==> src/rtl/fp_cmp_pkg.sv <==
// Shared fp_cmp definitions: binary32 field constants, the unpacked operand
// record and the unpack / flush-to-zero / NaN canonicalisation helpers.
package fp_cmp_pkg;

    localparam int          FP32_MAN_W    = 23;
    localparam int          FP32_EXP_W    = 8;
    localparam logic [7:0]  FP32_EXP_MAX  = 8'hFF;
    localparam logic [22:0] CANON_NAN_MAN = 23'h400000;

    typedef struct packed {
        logic                  sign;
        logic [FP32_EXP_W-1:0] exp;
        logic [FP32_MAN_W-1:0] man;
        logic                  nan;
    } fp32_fields_t;

    // True when this operand is a denormal that gets flushed.
    function automatic logic fp32_flushed(input logic [31:0] word, input logic ftz);
        return ftz && (word[30:23] == 8'h00) && (word[22:0] != 23'h000000);
    endfunction

    function automatic fp32_fields_t fp32_unpack(input logic [31:0] word,
                                                 input logic        ftz,
                                                 input logic        canon_nan);
        fp32_fields_t f;
        logic         is_nan;
        is_nan = (word[30:23] == FP32_EXP_MAX) && (word[22:0] != 23'h000000);
        f.exp  = word[30:23];
        f.nan  = is_nan;
        f.sign = (canon_nan && is_nan) ? 1'b0 : word[31];
        // Flush and canonicalisation are mutually exclusive: exp is 0 vs 0xFF.
        f.man  = fp32_flushed(word, ftz)  ? 23'h000000    :
                 (canon_nan && is_nan)    ? CANON_NAN_MAN : word[22:0];
        return f;
    endfunction

endpackage

==> src/rtl/fp_cmp_unpack_if.sv <==
// Operand-pair input handshake plus the unpacked pair delivered to fp_cmp.
interface fp_cmp_unpack_if;

    logic        in_valid;
    logic        in_ready;
    logic [31:0] in_a;
    logic [31:0] in_b;
    logic        src_valid;
    logic [22:0] a_man;
    logic [7:0]  a_exp;
    logic        a_sign;
    logic [22:0] b_man;
    logic [7:0]  b_exp;
    logic        b_sign;
    logic        a_nan;
    logic        b_nan;

    modport master (
        output in_valid, in_a, in_b,
        input  in_ready, src_valid, a_man, a_exp, a_sign,
               b_man, b_exp, b_sign, a_nan, b_nan
    );

    modport slave (
        input  in_valid, in_a, in_b,
        output in_ready, src_valid, a_man, a_exp, a_sign,
               b_man, b_exp, b_sign, a_nan, b_nan
    );

endinterface

==> src/rtl/fp_cmp_fifo.sv <==
// Generic synchronous FIFO with occupancy count; DEPTH must be a power of two.
module fp_cmp_fifo #(
    parameter int WIDTH = 66,
    parameter int DEPTH = 2,
    localparam int AW   = $clog2(DEPTH)
) (
    input  logic             clk,
    input  logic             rstn,
    input  logic             push,
    input  logic [WIDTH-1:0] wdata,
    input  logic             pop,
    output logic [WIDTH-1:0] head,
    output logic [AW:0]      count
);

    logic [WIDTH-1:0] mem_r [DEPTH];
    logic [AW-1:0]    wptr_r;
    logic [AW-1:0]    rptr_r;
    logic [AW:0]      count_r;
    logic             push_ok_s;
    logic             pop_ok_s;

    assign push_ok_s = push && (count_r != (AW+1)'(DEPTH));
    assign pop_ok_s  = pop && (count_r != '0);
    assign head      = mem_r[rptr_r];
    assign count     = count_r;

    // Storage array; contents are meaningless until written.
    always_ff @(posedge clk) begin
        if (push_ok_s) begin
            mem_r[wptr_r] <= wdata;
        end else begin
            mem_r[wptr_r] <= mem_r[wptr_r];
        end
    end

    // Pointers wrap naturally because DEPTH is a power of two.
    always_ff @(posedge clk or negedge rstn) begin
        if (!rstn) begin
            wptr_r  <= '0;
            rptr_r  <= '0;
            count_r <= '0;
        end else begin
            if (push_ok_s) begin
                wptr_r <= wptr_r + AW'(1);
            end else begin
                wptr_r <= wptr_r;
            end
            if (pop_ok_s) begin
                rptr_r <= rptr_r + AW'(1);
            end else begin
                rptr_r <= rptr_r;
            end
            case ({push_ok_s, pop_ok_s})
                2'b10:   count_r <= count_r + (AW+1)'(1);
                2'b01:   count_r <= count_r - (AW+1)'(1);
                default: count_r <= count_r;
            endcase
        end
    end

endmodule

==> src/rtl/fp_cmp_unpack.sv <==
// fp_cmp operand stage: unpacks binary32 pairs on write into a small FIFO and
// presents the head pair to fp_cmp through a registered output stage.
module fp_cmp_unpack
    import fp_cmp_pkg::*;
#(
    parameter int DEPTH     = 2,
    parameter bit FTZ       = 1'b1,
    parameter bit CANON_NAN = 1'b1
) (
    input  logic               clk,
    input  logic               rstn,
    input  logic               enable,
    input  logic               clr_cnt,
    output logic [15:0]        ftz_cnt,
    fp_cmp_unpack_if.slave     bus
);

    localparam int CW = $clog2(DEPTH) + 1;
    localparam int FW = $bits(fp32_fields_t);

    fp32_fields_t   a_unp_s;
    fp32_fields_t   b_unp_s;
    fp32_fields_t   a_head_s;
    fp32_fields_t   b_head_s;
    fp32_fields_t   a_out_r;
    fp32_fields_t   b_out_r;
    logic           src_valid_r;
    logic [15:0]    ftz_cnt_r;
    logic [CW-1:0]  count_s;
    logic           in_ready_s;
    logic           push_s;
    logic           pop_s;
    logic [1:0]     nflush_s;
    logic [16:0]    cnt_sum_s;
    logic [2*FW-1:0] head_s;

    assign in_ready_s = (count_s != CW'(DEPTH));
    assign push_s     = bus.in_valid && in_ready_s;
    assign pop_s      = enable && (count_s != '0);

    // Split, flush and canonicalise both operands ahead of the FIFO write.
    always_comb begin
        a_unp_s   = fp32_unpack(bus.in_a, FTZ, CANON_NAN);
        b_unp_s   = fp32_unpack(bus.in_b, FTZ, CANON_NAN);
        nflush_s  = {1'b0, fp32_flushed(bus.in_a, FTZ)} + {1'b0, fp32_flushed(bus.in_b, FTZ)};
        cnt_sum_s = {1'b0, ftz_cnt_r} + {15'd0, nflush_s};
    end

    fp_cmp_fifo #(
        .WIDTH (2*FW),
        .DEPTH (DEPTH)
    ) u_fifo (
        .clk   (clk),
        .rstn  (rstn),
        .push  (push_s),
        .wdata ({a_unp_s, b_unp_s}),
        .pop   (pop_s),
        .head  (head_s),
        .count (count_s)
    );

    assign a_head_s = head_s[2*FW-1:FW];
    assign b_head_s = head_s[FW-1:0];

    // Output stage: advances only with enable; fields hold when nothing pops.
    always_ff @(posedge clk or negedge rstn) begin
        if (!rstn) begin
            src_valid_r <= 1'b0;
            a_out_r     <= '0;
            b_out_r     <= '0;
        end else if (enable) begin
            if (pop_s) begin
                src_valid_r <= 1'b1;
                a_out_r     <= a_head_s;
                b_out_r     <= b_head_s;
            end else begin
                src_valid_r <= 1'b0;
                a_out_r     <= a_out_r;
                b_out_r     <= b_out_r;
            end
        end else begin
            src_valid_r <= src_valid_r;
            a_out_r     <= a_out_r;
            b_out_r     <= b_out_r;
        end
    end

    // Saturating flush counter; a clear wins over that cycle's increment.
    always_ff @(posedge clk or negedge rstn) begin
        if (!rstn) begin
            ftz_cnt_r <= 16'h0000;
        end else if (clr_cnt) begin
            ftz_cnt_r <= 16'h0000;
        end else if (push_s) begin
            ftz_cnt_r <= cnt_sum_s[16] ? 16'hFFFF : cnt_sum_s[15:0];
        end else begin
            ftz_cnt_r <= ftz_cnt_r;
        end
    end

    assign ftz_cnt       = ftz_cnt_r;
    assign bus.in_ready  = in_ready_s;
    assign bus.src_valid = src_valid_r;
    assign bus.a_sign    = a_out_r.sign;
    assign bus.a_exp     = a_out_r.exp;
    assign bus.a_man     = a_out_r.man;
    assign bus.a_nan     = a_out_r.nan;
    assign bus.b_sign    = b_out_r.sign;
    assign bus.b_exp     = b_out_r.exp;
    assign bus.b_man     = b_out_r.man;
    assign bus.b_nan     = b_out_r.nan;

endmodule
==> src/flat_wrapper.sv <==
// flat-port wrapper written by rule: the top's interface ports become plain ports
module fp_cmp_unpack_flat import fp_cmp_pkg::*;
#(
    parameter int DEPTH     = 2,
    parameter bit FTZ       = 1'b1,
    parameter bit CANON_NAN = 1'b1
)
  (clk, rstn, enable, clr_cnt, ftz_cnt, bus_in_valid, bus_in_a, bus_in_b, bus_in_ready, bus_src_valid, bus_a_man, bus_a_exp, bus_a_sign, bus_b_man, bus_b_exp, bus_b_sign, bus_a_nan, bus_b_nan);
  fp_cmp_unpack_if bus_i ();
  input  logic clk;
  input  logic rstn;
  input  logic enable;
  input  logic clr_cnt;
  output logic [15:0] ftz_cnt;
  input wire logic [$bits(bus_i.in_valid)-1:0] bus_in_valid;
  input wire logic [$bits(bus_i.in_a)-1:0] bus_in_a;
  input wire logic [$bits(bus_i.in_b)-1:0] bus_in_b;
  output wire logic [$bits(bus_i.in_ready)-1:0] bus_in_ready;
  output wire logic [$bits(bus_i.src_valid)-1:0] bus_src_valid;
  output wire logic [$bits(bus_i.a_man)-1:0] bus_a_man;
  output wire logic [$bits(bus_i.a_exp)-1:0] bus_a_exp;
  output wire logic [$bits(bus_i.a_sign)-1:0] bus_a_sign;
  output wire logic [$bits(bus_i.b_man)-1:0] bus_b_man;
  output wire logic [$bits(bus_i.b_exp)-1:0] bus_b_exp;
  output wire logic [$bits(bus_i.b_sign)-1:0] bus_b_sign;
  output wire logic [$bits(bus_i.a_nan)-1:0] bus_a_nan;
  output wire logic [$bits(bus_i.b_nan)-1:0] bus_b_nan;
  assign bus_i.in_valid = bus_in_valid;
  assign bus_i.in_a = bus_in_a;
  assign bus_i.in_b = bus_in_b;
  assign bus_in_ready = bus_i.in_ready;
  assign bus_src_valid = bus_i.src_valid;
  assign bus_a_man = bus_i.a_man;
  assign bus_a_exp = bus_i.a_exp;
  assign bus_a_sign = bus_i.a_sign;
  assign bus_b_man = bus_i.b_man;
  assign bus_b_exp = bus_i.b_exp;
  assign bus_b_sign = bus_i.b_sign;
  assign bus_a_nan = bus_i.a_nan;
  assign bus_b_nan = bus_i.b_nan;
  fp_cmp_unpack #(.DEPTH(DEPTH), .FTZ(FTZ), .CANON_NAN(CANON_NAN)) u_core (.clk(clk), .rstn(rstn), .enable(enable), .clr_cnt(clr_cnt), .ftz_cnt(ftz_cnt), .bus(bus_i));
endmodule
==> config.mk <==
export PLATFORM = sky130hd
export DESIGN_NAME = fp_cmp_unpack_flat
export DESIGN_NICKNAME = d
export VERILOG_FILES = /design/src/rtl/fp_cmp_pkg.sv /design/src/rtl/fp_cmp_unpack_if.sv /design/src/rtl/fp_cmp_fifo.sv /design/src/rtl/fp_cmp_unpack.sv /design/src/flat_wrapper.sv
export SDC_FILE = /design/constraint.sdc
export NUM_CORES = 1
export LEC_CHECK = 0
export ABC_AREA = 1
export BUFFER_PORTS_ARGS = -buffer_cell sky130_fd_sc_hd__buf_2
export CAP_MARGIN = 10
export CORE_MARGIN = 8
export CORE_UTILIZATION = 56
export DETAILED_ROUTE_END_ITERATION = 12
export GPL_ROUTABILITY_DRIVEN = 0
export HOLD_SLACK_MARGIN = 0.03
export PLACE_DENSITY = 0.86
export SLEW_MARGIN = 40
export SYNTH_ARGS = -nofsm -noshare
export SYNTH_HDL_FRONTEND = slang
export SYNTH_SLANG_ARGS = --single-unit
==> constraint.sdc <==
create_clock -name clk -period 4.6 [get_ports clk]
set_clock_uncertainty 0.1 [all_clocks]
set_input_delay 0.23 -clock clk [delete_from_list [all_inputs] [get_ports clk]]
set_output_delay 0.23 -clock clk [all_outputs]
set_load 0.02 [all_outputs]
==> results of run 1 <==
## cell type report
class / count / area [um^2] / share of cell area (%)
inverters: 36 / 138 / 1.22
flip-flops and latches: 219 / 6140 / 54.5
well taps: 216 / 270 / 2.40
repair buffers: 223 / 1480 / 13.2
clock buffers: 33 / 663 / 5.89
clock inverters: 7 / 60.1 / 0.533
diodes: 5 / 12.5 / 0.111
multi-input cells: 549 / 2500 / 22.2
## worst reg2reg max path, stage by stage (launching register included)
cell and delay, ns:
dfrtp_1 0.39, inv_1 0.08, fa_1 0.44, inv_1 0.09, ha_1 0.22, nand2_2 0.10, nor2_4 0.13, nand2_4 0.09
nor2_8 0.11, nand2_4 0.10, nand2_1 0.09, nand2_1 0.04, o21ai_0 0.08
## registers in the layout (all words and copies together), names as in the netlist, 2 cells and up
| signal | cells |
|---|---|
| u_core.u_fifo.mem_r | 132 |
| u_core.bus.a_man | 23 |
| u_core.bus.b_man | 23 |
| u_core.ftz_cnt | 16 |
| u_core.bus.a_exp | 8 |
| u_core.bus.b_exp | 8 |
| u_core.u_fifo.count | 2 |
## what timing repair did
action / in CTS / in global routing
endpoints found under the setup margin: 0 / 0
endpoints found under the hold margin: 174 / 0
hold buffers: 63 / 0
## layer usage
metal / part of all wire (%) / track usage (%)
met3: 7.4 / 4.46
met4: 3.6 / 10.0
met2: 52 / 38.9
met1: 37 / 25.1
met5: 0 / 0
## stage by stage
| stage | power (W) | hold slack [ns] | instances |
|---|---|---|---|
| after floorplan | 0.00427 | -0.166 | 842 |
| after global routing | 0.00712 | 0.0433 | 1286 |
| final | 0.00678 | 0.0427 | 1288 |
| after detailed placement | 0.00499 | 0.151 | 1180 |
| after CTS | 0.00679 | 0.0325 | 1283 |
| after global placement | 0.00488 | 0.147 | 1179 |
## where the power goes
part           switching (W)  internal (W)
Combinational        0.00140      0.000616
Sequential          0.000263       0.00273
Clock               0.000719       0.00105
## cell usage in the layout, fill, tap and decap left out, types with 4 or more instances in the layout
master / Yosys / final
nand4_1: 6 / 6
o21ai_0: 15 / 15
buf_2: 18 / 151
nor4_1: 4 / 4
nand2_1: 256 / 256
xor2_1: 6 / 6
clkbuf_16: 0 / 23
a31oi_1: 66 / 66
buf_4: 4 / 6
nor2_1: 155 / 153
dlygate4sd3_1: 0 / 63
nand3_1: 14 / 14
diode_2: 0 / 5
clkbuf_1: 15 / 5
inv_1: 34 / 32
edfxtp_1: 132 / 132
clkbuf_8: 0 / 5
dfrtp_1: 87 / 86
nor2_4: 3 / 5
## cell families (layout without fill, tap and decap cells)
| group | count (synthesis) | count (layout) | synth area share [%] |
|---|---|---|---|
| and+or+nand+nor | 452 | 452 | 20.6 |
| DFF | 219 | 219 | 68.7 |
| AOI/OAI and AO/OA | 85 | 85 | 5.78 |
| buffers and inverters | 74 | 299 | 3.61 |
| xor gates and xnor gates | 9 | 9 | 0.881 |
| adders and majority gates | 3 | 3 | 0.504 |
| other | 0 | 5 | 0 |
## worst paths after layout
check | startpoint | to | slack [ns] | cells after the start
max | bus_in_a[24] | u_core.ftz_cnt[4]$_DFFE_PN0P_ | 1.23 | 15
min | bus_in_a[22] | u_core.u_fifo.mem_r[1][56]$_DFFE_PP_ | 0.04 | 5
max reg2reg | u_core.ftz_cnt[0]$_DFFE_PN0P_ | u_core.ftz_cnt[4]$_DFFE_PN0P_ | 2.43 | 12
min reg2reg | u_core.u_fifo.mem_r[0][62]$_DFFE_PP_ | u_core.bus.a_exp[5]$_DFFE_PN0P_ | 0.43 | 2
max in group asynchronous | rstn | u_core.u_fifo.rptr_r$_DFFE_PN0P_ | 3.12 | 3
min in group asynchronous | rstn | u_core.bus.a_man[10]$_DFFE_PN0P_ | 0.18 | 2
==> metrics.md, run 1 <==
| Metric | Value |
|---|---|
| YS warnings | 0 |
| Worst setup EP type | flip-flop |
| Yosys cell types | 31 |
| Critical path fanouts, max | 24 |
| Worst rel slew slack | a little under half |
| Hold Fails Final Rpt | 0 |
| PD cells | approximately 600 mW/mm^2 |
| Cell Area, Placed | 0.00989 mm^2 |
| Max VDD drop | between 0.4 and 0.5 mV |
| H-tree Lvls | 1 |
| Initial antenna violation count | 3 |
| Slowest cell delay on critical path | around 0.63 ns |
| Gr usage total | 21.9% |
| Flops & latches, synth | 219 |
| CP Cell Sequence | dlygate4sd3_1 > buf_2 > nor4_1 > nand3_2 > fa_1 > inv_1 > ha_1 > nand2_2 > nor2_4 > nand2_4 > nor2_8 > nand2_4 > nand2_1 > nand2_1 > o21ai_0 |
| Mean Syn Cell Area | 10.6 um^2 |
| CP Class | input pin to flip-flop |
| Worst Slack Setup Final | 1.23 ns |
| Layout Nets | between 1000 and 1500 |
| CTS resizes | 0 |
| Top cell type's share of synthesized area | 44.3% |
| Core area | 0.0158 mm^2 |
| Critical path data arrival time | ~3.7 ns |
| Slew Viols, Final | 0 |
| Chip Width | 142 um |
| Initial Util | 56.7% |
| Total wire length | about 22 mm |
| CP bufs+invs | 3 |
| Global route overflow | 0 |
| Clock root buffer | clkbuf_16 |
| Die height | 142 um |
| EDFF count, synth | 132 |
| DRC | 0 |
| Row count | 46 |
| Clock buffer depth | 3 |
| Setup violators final | 0 |
| Seq/Total Area, Yosys | 68.7% |
| Design area | 0.0113 mm^2 |
| Postcts setup bufs | 0 |
| Vias/cell | between 5 and 6 |
| Die area | 0.0203 mm^2 |
| Input/output buffers | 152 |
| Top cells by area, synth | edfxtp_1, dfrtp_1, nand2_1 |
| Asr flop ratio synth | 39.7% |
| Layout filler cell count | 1085 |
| Drt first pass iters | 5 |
| HPWL Detailed | 13.3 mm |
| Clock sinks | 219 |
| RSZ-0062 raised after global routing | no |
| Layout Area Growth over Synthesis | 25.9% |
| Num CTS Buffers | 22 |
| Number of global-route vias before repair | 7252 |
| Worst-margin pin slew | 0.813 ns |
| Max Clk Rate | 297 MHz |
| Worst Path Required | 4.91 ns |
| Crit path time final | 3.37 ns |
| Crit-path slowest cell | fa_1 |
| CTS tree | yes |
| Largest net degree at the start of global routing | 89 |
| Final core occ | 71.4% |
| Ports | 153 |
| Setup TNS | 0 ns |
| Clock Pin Slew Worst Setup and Hold Paths | 0.06 ns |
| Synth Flop Type | edfxtp_1 |
| Detail Route Antenna Nets | 0 |
| Worst setup SP type | input pin |
| Leak | 4.92 nW |
| Synthesized Nets | 914 |
| Final Cycle Share | 73.2% |
| Synth Instances | between 800 and 900 |
| Status | complete, no violations |
| Worst slack after detailed placement | 1.43 ns |
| CP top delay family | simple AND/OR/NAND/NOR gates |
| Top post-synthesis cells by count | nand2_1, nor2_1, edfxtp_1 |
| Yosys top cell by area | edfxtp_1 |
| Routed WL per cell | 17.4 um |
| Via count | 6977 |
| First-pass GRT wire length | 35.5 mm |
| Most frequent cell after synthesis | nand2_1 |
| Cell Area, Synth | 0.00894 mm^2 |
| Max-Cap Viols | 0 |
| DRT iter0 DRCs | 563 |
| Hold Crit Class | input pin to flip-flop |
| Skew-Pair Late Insertion Delay | 0.49 ns |
| Layout cells sized above 1 | about a fifth |
Power figures use the tool's default switching activity.
==> run 2: changes to the inputs <==
CORE_UTILIZATION = 50   (was 56)
PLACE_DENSITY = 0.81   (was 0.86)
clock period = 2.87 ns   (was 4.6 ns; I/O delays follow)
==> metrics.md, run 2 (synthesized netlist as in run 1, its figures left out) <==
| Metric | Value |
|---|---|
| Status | complete, no violations |
| Gr usage total | 19.5% (-2.5 points) |
| Number of global-route vias before repair | 6969 (-3.9%) |
| Via count | 6831 (-2.1%) |
| Global route overflow | 0 (unchanged) |
| Initial antenna violation count | 2 (-1) |
| Detail Route Antenna Nets | 0 (unchanged) |
| Clock sinks | 219 (unchanged) |
| Setup TNS | 0 ns (unchanged) |
| Design area | 0.0114 mm^2 (+1.1%) |
| Routed WL per cell | 16.8 um (-3.3%) |
| HPWL Detailed | 13.0 mm (-1.9%) |
| Input/output buffers | 152 (unchanged) |
| CP Class | input pin to flip-flop |
| GRT met3 Usage | 3.45% (-1.0 points) |
| Hold Crit Class | input pin to asynchronous set/reset pin |
| Commonest non-fill, non-tap cells in the layout | nand2_1, nor2_1, buf_2 |
| Worst Path Required | 3.17 ns (-1.74 ns) |
| Clock Pin Slew Worst Setup and Hold Paths | 0.06 ns (about the same) |
| Max Clk Rate | 381 MHz |
| Core area | 0.0178 mm^2 (+13%) |
| H-tree Lvls | 1 (unchanged) |
| Met2 usage | 33.7% (-5.2 points) |
| Most common cell after layout, fill and taps aside | nand2_1 |
| Setup violators final | 0 (unchanged) |
| Skew-Pair Late Insertion Delay | 0.49 ns (about the same) |
| Layout Nets | 1130 (+0.62%) |
| Max-Cap Viols | 0 (unchanged) |
| Leak | 4.96 nW (+0.90%) |
| CTS resizes | 0 (unchanged) |
| Max VDD drop | 0.840 mV (+99%) |
| DRT iter0 DRCs | 413 (-27%) |
| Global-route layer with the greatest usage | met2 |
| Total wire length | 22.0 mm (-2.0%) |
| R2r startpoint | u_core.ftz_cnt[0]$_DFFE_PN0P_ |
| PD cells | 958 mW/mm^2 (+59%) |
| Layout filler cell count | 1339 (+23%) |
| Hold Fails Final Rpt | 0 (unchanged) |
| Layout cells sized above 1 | 20.0% (-0.21 points) |
| Row count | 49 (+6.5%) |
| Final Cycle Share | just over 90% |
| FF/Latch Area | 0.00614 mm^2 (unchanged) |
| RSZ-0062 raised after global routing | no |
| Die area | 0.0224 mm^2 (+11%) |
| Worst setup EP type | flip-flop |
| Critical path fanouts, max | 9 (-63%) |
| Die height | 150 um (+5.2%) |
| Worst Slack Setup Final | 0.248 ns (-0.986 ns) |
| Worst setup SP type | input pin |
| Post-CTS Hold Buffers | 68 (+7.9%) |
| DRC | 0 (unchanged) |
| Drt first pass iters | 6 (+1) |
| R2R depth | 12 (unchanged) |
| Final core occ | 64.0% (-7.4 points) |
| Slew Viols, Final | 0 (unchanged) |
| Num CTS Buffers | 23 (+4.5%) |
| Initial Util | 50.3% (-6.4 points) |
| Hold WS | 0.0736 ns (+0.0309 ns) |
| Critical path data arrival time | 2.93 ns (-0.74 ns) |
| Chip Width | 150 um (+5.2%) |
| Worst rel slew slack | 46.3% (+0.58 points) |
| Reg2reg end | u_core.ftz_cnt[6]$_DFFE_PN0P_ |
| Crit path time final | approximately 2.6 ns |
| Met1 Use GR | 23.5% (-1.6 points) |
| Most flop-heavy register | u_core.u_fifo.mem_r |
| Ports | 153 (unchanged) |
| Vias/cell | 5.23 (-3.4%) |
| Area of the multi-input gates | 0.00250 mm^2 (unchanged) |
| Worst slack after detailed placement | 0.305 ns (-1.12 ns) |
| Postcts setup bufs | 0 (unchanged) |
| First-pass GRT wire length | 35.0 mm (-1.5%) |
| Max reg flops | 132 (unchanged) |
| Worst-margin pin slew | 0.805 ns (-0.00782 ns) |
| Layout Area Growth over Synthesis | 27.2% |
| Cell Area, Placed | 0.00996 mm^2 (+0.63%) |
| Largest net degree at the start of global routing | 133 (+49%) |
| Clock root buffer | clkbuf_16 |
| Reg2Reg Setup Slack | 0.68 ns (-1.75 ns) |
| CTS tree | yes |
| Clock buffer depth | 3 (unchanged) |
## run 2: stage by stage
stage                     power (W)  instances
final                        0.0109       1306
after global routing         0.0115       1304
after CTS                    0.0110       1302
after detailed placement    0.00802       1194
after global placement      0.00790       1194
after floorplan             0.00682        842
## run 2: worst max-delay path, cell delays in order
cell,delay (ns)
dlygate4sd3_1,0.54
buf_2,0.15
nor4_1,0.38
nand3_2,0.19
fa_1,0.44
inv_1,0.11
ha_1,0.23
nand2_2,0.10
nor2_4,0.12
nand2_4,0.10
nor2_8,0.11
nand2_4,0.09
nand2_1,0.09
nand2_1,0.05
o21ai_0,0.08
## run 2: where the power goes
part           switching [W]  internal (W)
Clock                0.00114       0.00177
Sequential          0.000378       0.00437
Combinational        0.00223       0.00101
Total                0.00375       0.00715
## run 2: worst max-delay path by stage
| stage | cells after the start | slack (ns) | from | end |
|---|---|---|---|---|
| 2_1_floorplan | 12 | 0.57 | bus_in_a[27] | u_core.ftz_cnt[6]$_DFFE_PN0P_ |
| 3_3_place_gp | 14 | 0.39 | bus_in_b[27] | u_core.ftz_cnt[6]$_DFFE_PN0P_ |
| 3_5_place_dp | 14 | 0.31 | bus_in_b[27] | u_core.ftz_cnt[6]$_DFFE_PN0P_ |
| 4_1_cts | 15 | 0.24 | bus_in_b[27] | u_core.ftz_cnt[6]$_DFFE_PN0P_ |
| 5_1_grt | 15 | 0.07 | bus_in_a[27] | u_core.ftz_cnt[14]$_DFFE_PN0P_ |
| 6_report | 15 | 0.25 | bus_in_b[27] | u_core.ftz_cnt[6]$_DFFE_PN0P_ |
## run 2: layout make-up
type / count / share of cell area, %
Clock inverter: 7 / 0.956
Timing Repair Buffer: 229 / 13.9
Clock buffer: 33 / 5.47
Tap cell: 229 / 2.52
Inverter: 36 / 1.21
Antenna cell: 4 / 0.0879
Sequential cell: 219 / 54.0
Multi-Input combinational cell: 549 / 21.9
## run 2: metal layers
| metal | share of wire (%) | vias up | routed length (um) |
|---|---|---|---|
| li1 | - | 3268 | - |
| met1 | 40 | 3239 | 8690 |
| met2 | 51 | 256 | 11100 |
| met3 | 6.5 | 68 | 1420 |
| met4 | 3.4 | 0 | 754 |
| met5 | 0 | - | 0 |
==> run 3: changes to the inputs <==
PLACE_DENSITY = 0.85   (was 0.81)
SLEW_MARGIN = 20   (was 40)
==> metrics.md, run 3 (synthesized netlist as in run 1, its figures left out) <==
| Metric | Value |
|---|---|
| Status | complete, no violations |
| Sw Share | 35.1% (+0.70 points) |
| Clock network power share | 25.1% (-1.6 points) |
| Skew-Pair Late Insertion Delay | 0.49 ns (about the same) |
| Postcts setup bufs | 0 (unchanged) |
| Layout cells sized above 1 | 19.8% (-0.28 points) |
| Number of global-route vias before repair | 7181 (+3.0%) |
| DRC | 0 (unchanged) |
| Input/output buffers | 152 (unchanged) |
| Most common cell after layout, fill and taps aside | nand2_1 |
| Worst-margin pin slew | 0.855 ns (+0.0497 ns) |
| First-pass GRT wire length | 35.7 mm (+2.1%) |
| Num CTS Buffers | 23 (unchanged) |
| Max Clk Rate | 394 MHz (+3.2%) |
| Global route overflow | 0 (unchanged) |
| CP Class | input pin to flip-flop |
| P_sw | 0.00377 W (+0.34%) |
| R2R depth | 12 (unchanged) |
| Final Cycle Share | 88.5% (-2.9 points) |
| Layout Nets | 1128 (-0.18%) |
| Clock buffer depth | 3 (unchanged) |
| Setup violators final | 0 (unchanged) |
| Hold Fails Final Rpt | 0 (unchanged) |
| Clock root buffer | clkbuf_16 |
| Critical path data arrival time | 2.87 ns (-0.06 ns) |
| Core area | 0.0178 mm^2 (unchanged) |
| PD cells | 947 mW/mm^2 (-1.2%) |
| Worst rel slew slack | 42.9% (-3.4 points) |
| Die height | 150 um (unchanged) |
| Commonest non-fill, non-tap cells in the layout | nand2_1, nor2_1, buf_2 |
| H-tree Lvls | 1 (unchanged) |
| Slew Viols, Final | 0 (unchanged) |
| Drt first pass iters | 5 (-1) |
| Area of the multi-input gates | 0.00251 mm^2 (+0.50%) |
| Via count | 6914 (+1.2%) |
| Most flop-heavy register | u_core.u_fifo.mem_r |
| Setup TNS | 0 ns (unchanged) |
| Worst setup SP type | input pin |
| Hold WS | 0.0832 ns (+0.00952 ns) |
| Hold Crit Class | input pin to asynchronous set/reset pin |
| Largest net degree at the start of global routing | 75 (-44%) |
| Max-Cap Viols | 0 (unchanged) |
| Reg2Reg Setup Slack | 0.72 ns (+0.04 ns) |
| Worst setup EP type | flip-flop |
| Leak | 4.93 nW (-0.71%) |
| Detail Route Antenna Nets | 0 (unchanged) |
| Die area | 0.0224 mm^2 (unchanged) |
| Worst Path Required | 3.20 ns (+0.03 ns) |
| Chip Width | 150 um (unchanged) |
| Combinational Power Share | 30.3% (+0.5 points) |
| Initial Util | 50.3% (unchanged) |
| Clock Pin Slew Worst Setup and Hold Paths | 0.06 ns (about the same) |
| RSZ-0062 raised after global routing | no |
| Crit path time final | 2.54 ns (-0.0821 ns) |
| Row count | 49 (unchanged) |
| Total wire length | 22.4 mm (+2.1%) |
| CTS tree | yes |
| Routed WL per cell | 17.2 um (+2.2%) |
| Layout filler cell count | 1326 (-0.97%) |
| HPWL Detailed | 13.5 mm (+3.7%) |
| DRT iter0 DRCs | 444 (+7.5%) |
| Initial antenna violation count | 2 (unchanged) |
| Layout Area Growth over Synthesis | 26.6% |
| Clock sinks | 219 (unchanged) |
| FF/Latch Area | 0.00614 mm^2 (unchanged) |
| Reg2reg end | u_core.ftz_cnt[15]$_DFFE_PN0P_ |
| Ports | 153 (unchanged) |
| Gr usage total | 19.9% (+0.49 points) |
| Critical path fanouts, max | 9 (unchanged) |
| Vias/cell | 5.30 (+1.3%) |
| Max VDD drop | 0.742 mV (-12%) |
| Flop pwr share | 44.6% (+1.1 points) |
| Internal Power | 0.00696 W (-2.7%) |
| R2r startpoint | u_core.ftz_cnt[0]$_DFFE_PN0P_ |
| Max reg flops | 132 (unchanged) |
==> run 3: worst max path at each step <==
stage,from,endpoint,depth (start not counted)
2_1_floorplan,bus_in_a[27],u_core.ftz_cnt[6]$_DFFE_PN0P_,12
3_3_place_gp,bus_in_a[27],u_core.ftz_cnt[6]$_DFFE_PN0P_,14
3_5_place_dp,bus_in_a[27],u_core.ftz_cnt[6]$_DFFE_PN0P_,14
4_1_cts,bus_in_a[27],u_core.ftz_cnt[15]$_DFFE_PN0P_,15
5_1_grt,bus_in_b[27],u_core.ftz_cnt[15]$_DFFE_PN0P_,15
6_report,bus_in_a[23],u_core.ftz_cnt[15]$_DFFE_PN0P_,15
==> run 3: power groups by stage <==
stage	logic (W)	registers [W]	clock network, W
3_5_place_dp	0.00319	0.00484	0
2_1_floorplan	0.00146	0.00536	0
3_3_place_gp	0.00310	0.00479	0
4_1_cts	0.00327	0.00478	0.00275
5_1_grt	0.00355	0.00487	0.00288
6_report	0.00325	0.00478	0.00269
==> run 3: final cells by class <==
class | instances | area share [%]
Tap cell | 229 | 2.53
Clock buffer | 34 | 5.45
Clock inverter | 8 | 0.597
Antenna cell | 3 | 0.0663
Sequential cell | 219 | 54.2
Inverter | 36 | 1.22
Multi-Input combinational cell | 549 | 22.2
Timing Repair Buffer | 227 | 13.7
==> run 3: stage by stage <==
stage / total power [W] / utilization [%] / setup WS [ns] / cell area [um^2] / instances
floorplan: 0.00682 / - / 0.565 / 8960 / 842
global placement: 0.00789 / 56.0 / 0.367 / 9950 / 1193
detailed placement: 0.00803 / 56.0 / 0.260 / 9950 / 1193
CTS: 0.0108 / 63.6 / 0.223 / 11300 / 1302
global route: 0.0113 / 63.7 / 0.0936 / 11300 / 1304
finish: 0.0107 / 63.7 / 0.331 / 11300 / 1305
==> run 3: metal layers <==
| layer | GRT usage (%) | vias to the layer above | wire, um |
|---|---|---|---|
| li1 | - | 3252 | - |
| met1 | 23.0 | 3355 | 8730 |
| met2 | 36.1 | 249 | 11700 |
| met3 | 3.54 | 58 | 1320 |
| met4 | 7.90 | 0 | 644 |
| met5 | 0 | - | 0 |
==> run 3: what timing repair did <==
action / 4_1_cts / 5_1_grt
setup endpoints to repair: 0 / 1
hold buffers: 67 / 0
hold endpoints to repair: 186 / 0
resized for setup: 0 / 2
==> run 3: worst max-delay path: stages <==
cell and delay, ns:
dlygate4sd3_1 0.55, buf_2 0.16, nor4_1 0.34, nand3_2 0.16, fa_1 0.43, inv_1 0.09
ha_1 0.23, nand2_2 0.09, nor2_4 0.12, nand2_4 0.09, nor2_8 0.12, nand2_4 0.09
nand3_1 0.10, nand2_1 0.06, nand2_1 0.07
